--- config.mk ---
export PLATFORM = sky130hd
export DESIGN_NAME = servo_pwm_multi
export DESIGN_NICKNAME = d
export VERILOG_FILES = /design/src/rtl/servo_pwm_pkg.sv /design/src/rtl/servo_pwm_multi_tick_gen.sv /design/src/rtl/servo_pwm_multi.sv
export SDC_FILE = /design/constraint.sdc
export NUM_CORES = 1
export LEC_CHECK = 0
export ABC_AREA = 1
export CORE_UTILIZATION = 60
export DETAILED_ROUTE_END_ITERATION = 10
export HOLD_SLACK_MARGIN = 0.08
export PLACE_DENSITY = 0.77
export SETUP_SLACK_MARGIN = 0.15
export SYNTH_ARGS = -nofsm -noshare
export SYNTH_HDL_FRONTEND = slang
export SYNTH_HIERARCHICAL = 1
export SYNTH_SLANG_ARGS = --single-unit
--- constraint.sdc ---
create_clock -name clk -period 13 [get_ports clk]
set_clock_uncertainty 0.05 [all_clocks]
set_input_delay 1.3 -clock clk [delete_from_list [all_inputs] [get_ports clk]]
set_output_delay 1.3 -clock clk [all_outputs]
set_load 0.005 [all_outputs]
--- src/rtl/servo_pwm_pkg.sv ---
// Shared constants and width arithmetic for the multi-channel servo PWM block.
package servo_pwm_pkg;

    localparam int unsigned DEF_NUM_CH       = 4;
    localparam int unsigned DEF_CLK_DIV      = 500;
    localparam int unsigned DEF_PERIOD_TICKS = 2000;
    localparam int unsigned DEF_WIDTH_W      = 12;
    localparam int unsigned DEF_MIN_W        = 100;
    localparam int unsigned DEF_MAX_W        = 200;
    localparam int unsigned DEF_RESET_W      = 150;
    localparam int unsigned DEF_STEP_W       = 4;

    // Limit a requested width to the [lo, hi] window.
    function automatic int unsigned clamp_width(input int unsigned v,
                                                input int unsigned lo,
                                                input int unsigned hi);
        if (v < lo) return lo;
        if (v > hi) return hi;
        return v;
    endfunction

    // Move cur toward tgt by at most step; never overshoots and never wraps.
    function automatic int unsigned step_toward(input int unsigned cur,
                                                input int unsigned tgt,
                                                input int unsigned step);
        int unsigned diff;
        if (tgt > cur) begin
            diff = tgt - cur;
            return cur + ((diff < step) ? diff : step);
        end
        diff = cur - tgt;
        return cur - ((diff < step) ? diff : step);
    endfunction

endpackage

--- src/rtl/servo_pwm_multi_tick_gen.sv ---
// Prescaler producing a one-clk tick enable every CLK_DIV clocks.
module pwm_tick_gen #(
    parameter int unsigned CLK_DIV = 500
) (
    input  logic clk,
    input  logic reset_n,
    output logic tick
);

    localparam int unsigned CNT_W = $clog2(CLK_DIV);

    logic [CNT_W-1:0] count;

    assign tick = (count == CNT_W'(CLK_DIV - 1));

    // Free-running divider, wraps to zero on the tick clk.
    always_ff @(posedge clk or negedge reset_n) begin
        if (!reset_n) begin
            count <= '0;
        end else if (tick) begin
            count <= '0;
        end else begin
            count <= count + CNT_W'(1);
        end
    end

endmodule

--- src/rtl/servo_pwm_multi.sv ---
// N-channel servo PWM generator sharing one period counter; widths change only
// at period boundaries, with optional per-period slew limiting.
module servo_pwm_multi
    import servo_pwm_pkg::*;
#(
    parameter int unsigned NUM_CH       = DEF_NUM_CH,
    parameter int unsigned CLK_DIV      = DEF_CLK_DIV,
    parameter int unsigned PERIOD_TICKS = DEF_PERIOD_TICKS,
    parameter int unsigned WIDTH_W      = DEF_WIDTH_W,
    parameter int unsigned MIN_W        = DEF_MIN_W,
    parameter int unsigned MAX_W        = DEF_MAX_W,
    parameter int unsigned RESET_W      = DEF_RESET_W,
    parameter int unsigned STEP_W       = DEF_STEP_W
) (
    input  logic                                         clk,
    input  logic                                         reset_n,
    input  logic [NUM_CH-1:0]                            ch_enable,
    input  logic                                         ramp_en,
    input  logic [STEP_W-1:0]                            ramp_step,
    input  logic                                         wr_en,
    input  logic [((NUM_CH > 1) ? $clog2(NUM_CH) : 1)-1:0] wr_ch,
    input  logic [WIDTH_W-1:0]                           wr_data,
    output logic                                         wr_err,
    output logic [NUM_CH-1:0]                            pwm_out,
    output logic                                         period_start,
    output logic                                         busy
);

    localparam int unsigned PER_W = $clog2(PERIOD_TICKS + 1);

    logic               tick;
    logic               boundary;
    logic [PER_W-1:0]   period;
    logic [PER_W-1:0]   period_nxt;
    logic               wr_valid;
    logic               wr_clamped;
    logic [WIDTH_W-1:0] wr_clamp;
    logic [NUM_CH-1:0]  differ;

    pwm_tick_gen #(
        .CLK_DIV (CLK_DIV)
    ) u_tick (
        .clk     (clk),
        .reset_n (reset_n),
        .tick    (tick)
    );

    // Next period count and boundary detection (the tick that wraps to 1).
    always_comb begin
        boundary   = tick && (period == PER_W'(PERIOD_TICKS));
        period_nxt = period;
        if (boundary) begin
            period_nxt = PER_W'(1);
        end else if (tick) begin
            period_nxt = period + PER_W'(1);
        end
    end

    // Decode of the host write: index check and clamping.
    always_comb begin
        wr_valid   = (32'(wr_ch) < NUM_CH);
        wr_clamp   = WIDTH_W'(clamp_width(32'(wr_data), MIN_W, MAX_W));
        wr_clamped = (wr_clamp != wr_data);
    end

    // Shared period counter, boundary strobe, write error and busy flags.
    always_ff @(posedge clk or negedge reset_n) begin
        if (!reset_n) begin
            period       <= PER_W'(1);
            period_start <= 1'b0;
            wr_err       <= 1'b0;
            busy         <= 1'b0;
        end else begin
            period       <= period_nxt;
            period_start <= boundary;
            wr_err       <= wr_en && (!wr_valid || wr_clamped);
            busy         <= |differ;
        end
    end

    for (genvar i = 0; i < NUM_CH; i++) begin : g_ch
        logic [WIDTH_W-1:0] target_q;
        logic [WIDTH_W-1:0] active_q;
        logic [WIDTH_W-1:0] target_d;
        logic [WIDTH_W-1:0] active_d;
        logic               en_q;
        logic               en_d;
        logic               pwm_q;

        // The boundary consumes target_q, so a write on the boundary clk waits a period.
        assign target_d = (wr_en && wr_valid && (32'(wr_ch) == i)) ? wr_clamp : target_q;
        assign active_d = !boundary ? active_q :
                          ramp_en   ? WIDTH_W'(step_toward(32'(active_q), 32'(target_q),
                                                           32'(ramp_step)))
                                    : target_q;
        assign en_d     = boundary ? ch_enable[i] : en_q;

        assign pwm_out[i] = pwm_q;
        assign differ[i]  = (active_d != target_d);

        // Per-channel width state and registered compare against post-update values.
        always_ff @(posedge clk or negedge reset_n) begin
            if (!reset_n) begin
                target_q <= WIDTH_W'(RESET_W);
                active_q <= WIDTH_W'(RESET_W);
                en_q     <= 1'b0;
                pwm_q    <= 1'b0;
            end else begin
                target_q <= target_d;
                active_q <= active_d;
                en_q     <= en_d;
                pwm_q    <= en_d && (32'(period_nxt) <= 32'(active_d));
            end
        end
    end

endmodule
* Word-level counts from Yosys, hierarchy flattened
Cells that the tools add are included.
** Cells by class
- Reduce and logical (&&, ||, !) cells :: 12
- Add/sub/neg operators :: 18
- $lt $le $gt $ge :: 18
- Equal/unequal tests :: 10
- Muxes and demuxes :: 46
** Operator list (count)
- 2-to-1 mux 12 bit :: 30
- less-than comparator 32 x 4 -> 1 bit :: 8
- subtractor 12 x 12 -> 13 bit :: 8
- inequality test 12 bit :: 5
- adder 12 bit :: 4
- greater-than comparator 12 bit :: 4
- less-or-equal comparator 11 x 12 -> 1 bit :: 4
- subtractor 12 bit :: 4
- 2-to-1 mux 11 bit :: 2
- greater-than comparator 12 x 8 -> 1 bit (second input constant) :: 1
- less-than comparator 12 x 7 -> 1 bit (second input constant) :: 1
- adder 11 x 1 -> 11 bit (second input constant) :: 1
- equality test 11 bit (second input constant) :: 1
- 2-to-1 mux 1 bit :: 11
- logical AND 1 bit :: 10
- adder 9 x 1 -> 9 bit (second input constant) :: 1
- equality test 9 bit (second input constant) :: 1
- 2-to-1 mux 9 bit :: 1
- 2-to-1 mux 8 bit :: 1
- 2-to-1 mux 7 bit :: 1
- equality test 2 bit (second input constant) :: 2
- OR reduction 4 bit :: 1
- equality test 2 x 1 -> 1 bit (second input constant) :: 1
- logical NOT 2 bit :: 1
** Word-level totals
- Output and inout port bits :: 7
- Logic and storage cells :: 125
- Flip-flop bits (word level) :: 127
- Input bits :: 26

* Longest topological paths before layout
- Word-level depth :: 10
- Depth in mapped cells :: 43
- Mapped depth without buffers :: 42

* Cells and area by module
Netlist, hierarchy kept.
** By module, submodules not included
- servo_pwm_multi :: cells an instance 2547, area an instance 16238.1 um2, times used 1, seq. area each 2994.1 um2
- pwm_tick_gen :: cells an instance 54, area an instance 461.7 um2, times used 1, seq. area each 225.2 um2

* Worst setup path after synthesis
No wires, ideal clock.
- Path kind :: input -> register
- From :: input port ramp_step[1]
- To :: register g_ch[2].pwm_q
- Setup time :: 0.117 ns
- Required time :: 12.833 ns
- Slack :: 7.187 ns
- Buffers on the path :: 0
- Arrival :: 5.646 ns
- Stages on the path :: 32
- Cells stage by stage :: clkinv_1 -> ha_1 -> a21oi_1 -> nor2_1 -> o21ai_0 -> nand3_1 -> nor2_1 -> nand3_1 -> nand2_1 -> nand2_2 -> ha_1 -> nand2_1 -> nand2_1 -> nor2_1 -> a21oi_1 -> ha_1 -> a21oi_1 -> nand2_1 -> nand4_1 -> nand2_1 -> a21oi_1 -> o21ai_0 -> nand2_1 -> nand2_1 -> ha_1 -> nand4_1 -> o221a_2 -> o21ai_0 -> a21oi_1 -> a41o_1 -> o21ai_1 -> inv_1
** On the way
- Longest elaborated chain between the ends :: 9
- Elaborated cells between the ends (all ways) :: 12
- Classes of those cells :: 2 x add/sub; 3 x order compare; 6 x mux; 1 x reduce/logical
** RTL lines
- start, declared :: line servo_pwm_multi.sv:19 : input logic [STEP_W-1:0] ramp_step,
- less-than comparator 32 x 4 -> 1 bit :: line servo_pwm_pkg.sv:29 : return cur + ((diff < step) ? diff : step);
- 2-to-1 mux 12 bit :: line servo_pwm_pkg.sv:29
- adder 12 bit :: line servo_pwm_pkg.sv:29
- 2-to-1 mux 12 bit :: line servo_pwm_pkg.sv:27 : if (tgt > cur) begin
- 2-to-1 mux 12 bit * :: line servo_pwm_pkg.sv:31 : diff = cur - tgt;
- 2-to-1 mux 12 bit * :: line servo_pwm_multi.sv:93 : ramp_en ? WIDTH_W'(step_toward(32'(active_q), 32'(target_q),
- 2-to-1 mux 12 bit * :: line servo_pwm_multi.sv:92 : assign active_d = !boundary ? active_q :
- less-or-equal comparator 11 x 12 -> 1 bit * :: line servo_pwm_multi.sv:112 : pwm_q <= en_d && (32'(period_nxt) <= 32'(active_d));
- logical AND 1 bit * :: line servo_pwm_multi.sv:112
- end signal, assigned :: line servo_pwm_multi.sv:112
- end, declared :: line servo_pwm_multi.sv:88 : logic pwm_q;
Every way passes the cells marked *; elsewhere a longest branch is shown, timed or not.

* Worst setup path in the final report
- From :: input port ramp_step[1]
- To :: register g_ch[1].pwm_q
** On the way
- Longest elaborated chain between the ends :: 9
- Elaborated cells between the ends (all ways) :: 12
- Classes of those cells :: 2 x add/sub; 3 x order compare; 6 x mux; 1 x reduce/logical
** RTL lines
- less-than comparator 32 x 4 -> 1 bit :: line servo_pwm_pkg.sv:29
- 2-to-1 mux 12 bit :: line servo_pwm_pkg.sv:29
- adder 12 bit :: line servo_pwm_pkg.sv:29
- 2-to-1 mux 12 bit :: line servo_pwm_pkg.sv:27
- 2-to-1 mux 12 bit * :: line servo_pwm_pkg.sv:31
- 2-to-1 mux 12 bit * :: line servo_pwm_multi.sv:93
- 2-to-1 mux 12 bit * :: line servo_pwm_multi.sv:92
- via g_ch[1].active_d[3] :: line servo_pwm_multi.sv:85 : logic [WIDTH_W-1:0] active_d;
- less-or-equal comparator 11 x 12 -> 1 bit * :: line servo_pwm_multi.sv:112
- logical AND 1 bit * :: line servo_pwm_multi.sv:112
- end signal, assigned :: line servo_pwm_multi.sv:112
- end, declared :: line servo_pwm_multi.sv:88
The timed path passes the listed nets; every way through them passes the cells marked *.

==> flow_metrics.tcl <==
set metrics [dict create \
    status "completed" \
    cts_resized 0 \
    clock_sinks 127 \
    gr-usage-all-layers_pct 36.1 \
    holdWs_ns 0.411 \
    drc 0 \
    synthArstFlopShare_pct 100 \
    synth_edf_count 0 \
    tns_ns 0 \
    stdcell_count 2992 \
    clkPwrFrac_pct 35.8 \
    worst_pin_slew_ns 1.22 \
    die_height_microns 169 \
    syn_area_per_cell_sq_um 6.42 \
    netlist_area_sq_um 16700 \
    io_pins 33 \
    placedCellCount 2960 \
    nets 2860 \
    drt_iter0_drc 1748 \
    vias_per_cell 5.66 \
    htreeDepth 4 \
    yosysWarnings 6 \
    die_x_microns 169 \
    finalHoldViolCount 0 \
    intPower_uw 816 \
    cts_buffer_depth 2 \
    hpwl_microns 40200 \
    grt_remaining_overflow 0 \
    hold_path_class "register to register" \
    leakage_nw 9.88 \
    antenna_found_initial 0 \
    num_rows 60 \
    swShare_pct 37.7 \
    path_class "primary input to register" \
    finalPower_mw 1.31 \
    synthCells 2601 \
    finalSetupViolCount 0 \
    post-synth-top-count-cell "nand2_1" \
    cts_tree "done" \
    place_congestion 1.02 \
    end_kind "register" \
    clock_latency_ns 0.43 \
    ir_drop_mv 0.0611 \
    dr.pass1.iters 6 \
    worstPathRequired_ns 13.32 \
    p_per_area_nw_per_um2 73.4 \
    drv_slew 0 \
    seq_area_frac_synth_pct 19.3 \
    first_global_vias 16200 \
    initial_utilization_pct 61.6 \
    die-area_sq_um 28500 \
    antenna_cells 0 \
    synthDominantCellAreaShare_pct 17.1 \
    relSlewSlack_pct 18.1 \
    ys.flop_type "dfrtp_1" \
    root_buffer "clkbuf_16" \
    ant_nets 0 \
    numPortBuffers 32 \
    path_clk_slew_ns 0.06 \
    crit_path_start_kind "primary input" \
    grt_first_pass_wirelength_microns 80800 \
    min_period_ns 7.36 \
    fill_cells 2580 \
    fin_crit_sh_pct 56.6 \
    numCtsBuffers 17 \
    hold_buffers 0 \
    via_count 16900 \
    ys_top_cells_by_area "nand2_1 17%, ha_1 16%, dfrtp_1 14%" \
    layout-drive-gt1-share_pct 8.13 \
    path_max_fanout 15 \
    cpMaxStageDelayCell "clkinv_1" \
    cts_setup_buffers 0 \
    p_seq_share_pct 32.3 \
    yosys-top-cells-count "760 x nand2_1, 456 x inv_1, 215 x ha_1, 184 x a21oi_1, 155 x nand3_1" \
    cap_violations 0 \
    synth-seq-cells 127 \
    area_growth_pct 6.90 \
    syn_nets 2854 \
    fmax_ghz 0.136 \
    yosys.area.top_type "nand2_1" \
    rsz0062_at_grt "no" \
    slowest_delay_ns 0.62 \
    post_synth_num_cell_types 59 \
    worst_ep_arrival_time_ns 7.68 \
    switching_power_uw 494 \
    pwr-share-comb_pct 31.9 \
    grt_start_max_net_pins 76 \
    routed_wl_microns 50400 \
    core_sq_um 27100 \
    wl_per_cell_microns 16.8 \
]
-- worst max-delay path, delay by kind of cell --
kind,cells,cell delay [ns]
AO/OA/AOI/OAI,11,2.23
AND/OR/NAND/NOR,11,1.06
XOR/XNOR,1,0.19
adder cells (fa/ha/maj),4,1.48
buffers and inverters,6,1.38
-- layout make-up --
class | count | area (sq um) | area share [%]
Clock buffer | 17 | 425 | 2.38
Clock inverter | 15 | 150 | 0.841
Inverter | 480 | 1800 | 10.1
Multi-Input combinational cell | 1943 | 11400 | 64.0
Sequential cell | 127 | 3220 | 18.0
Tap cell | 372 | 465 | 2.61
Timing Repair Buffer | 38 | 362 | 2.03
-- stage by stage --
step	cell area [sq um]	setup WS, ns	util [%]
floorplan	16700	7.19	-
global placement	17300	5.54	63.7
detailed placement	17300	5.38	63.7
CTS	17900	5.77	65.9
global route	17900	5.15	65.9
finish	17900	5.64	65.9
-- cells in the final DEF, fill, tap and decap left out, types with 17 or more instances in the layout --
master and n:
nand3_1 154, nor2_2 19, dfrtp_1 94, nor2_4 17, nand2_2 46, xor2_1 53, nand2_1 760, dfstp_2 33
clkdlybuf4s50_1 30, clkbuf_16 17, inv_1 456, xnor2_1 20, o21ai_0 112, inv_2 18, a21oi_1 184, nand4_1 50
ha_1 215, nor2_1 142
-- logic make-up (layout without fill, tap and decap cells) --
kind of cell | Yosys count | after routing | share of synthesized area (%)
fa+ha+maj | 227 | 227 | 17.5
buf+inv | 531 | 550 | 12.3
flops | 127 | 127 | 19.3
compound gates | 391 | 391 | 13.4
xor+xnor | 73 | 73 | 3.83
simple gates | 1252 | 1252 | 33.7
-- state kept, by name (all words and copies together) (netlist names) --
register,flops
busy,1
g_ch.active_q,48
g_ch.en_q,4
g_ch.pwm_q,4
g_ch.target_q,48
period,11
period_start,1
u_tick/count,9
wr_err,1
-- power by group through the flow --
stage,logic [mW],registers [mW],clock network (mW)
2_1_floorplan,0.301,0.425,0
3_3_place_gp,0.400,0.429,0
3_5_place_dp,0.406,0.429,0
4_1_cts,0.410,0.423,0.472
5_1_grt,0.468,0.424,0.489
6_report,0.418,0.423,0.469
-- worst paths after layout --
kind	from	to	slack [ns]	depth (start not counted)
max in group asynchronous	reset_n	g_ch[3].target_q[5]	10.75	2
min in group asynchronous	reset_n	g_ch[0].target_q[0]	0.79	1
setup / recovery	ramp_step[1]	g_ch[1].pwm_q	5.64	33
hold reg to reg	u_tick/count[0]	u_tick/count[0]	0.41	1
setup reg to reg	g_ch[2].target_q[2]	g_ch[2].pwm_q	6.32	30
hold / removal	u_tick/count[0]	u_tick/count[0]	0.41	1
-- per-layer routing --
metal | vias up | part of all wire (%) | routed length [microns] | global-route usage, %
met1 | 7847 | 44 | 22300 | 48.3
met3 | 105 | 8.0 | 4030 | 5.94
met4 | 0 | 2.8 | 1390 | 12.5
li1 | 8326 | - | - | -
met5 | - | 0 | 0 | 0
met2 | 654 | 45 | 22700 | 58.9
Power figures use the tool's default switching activity.
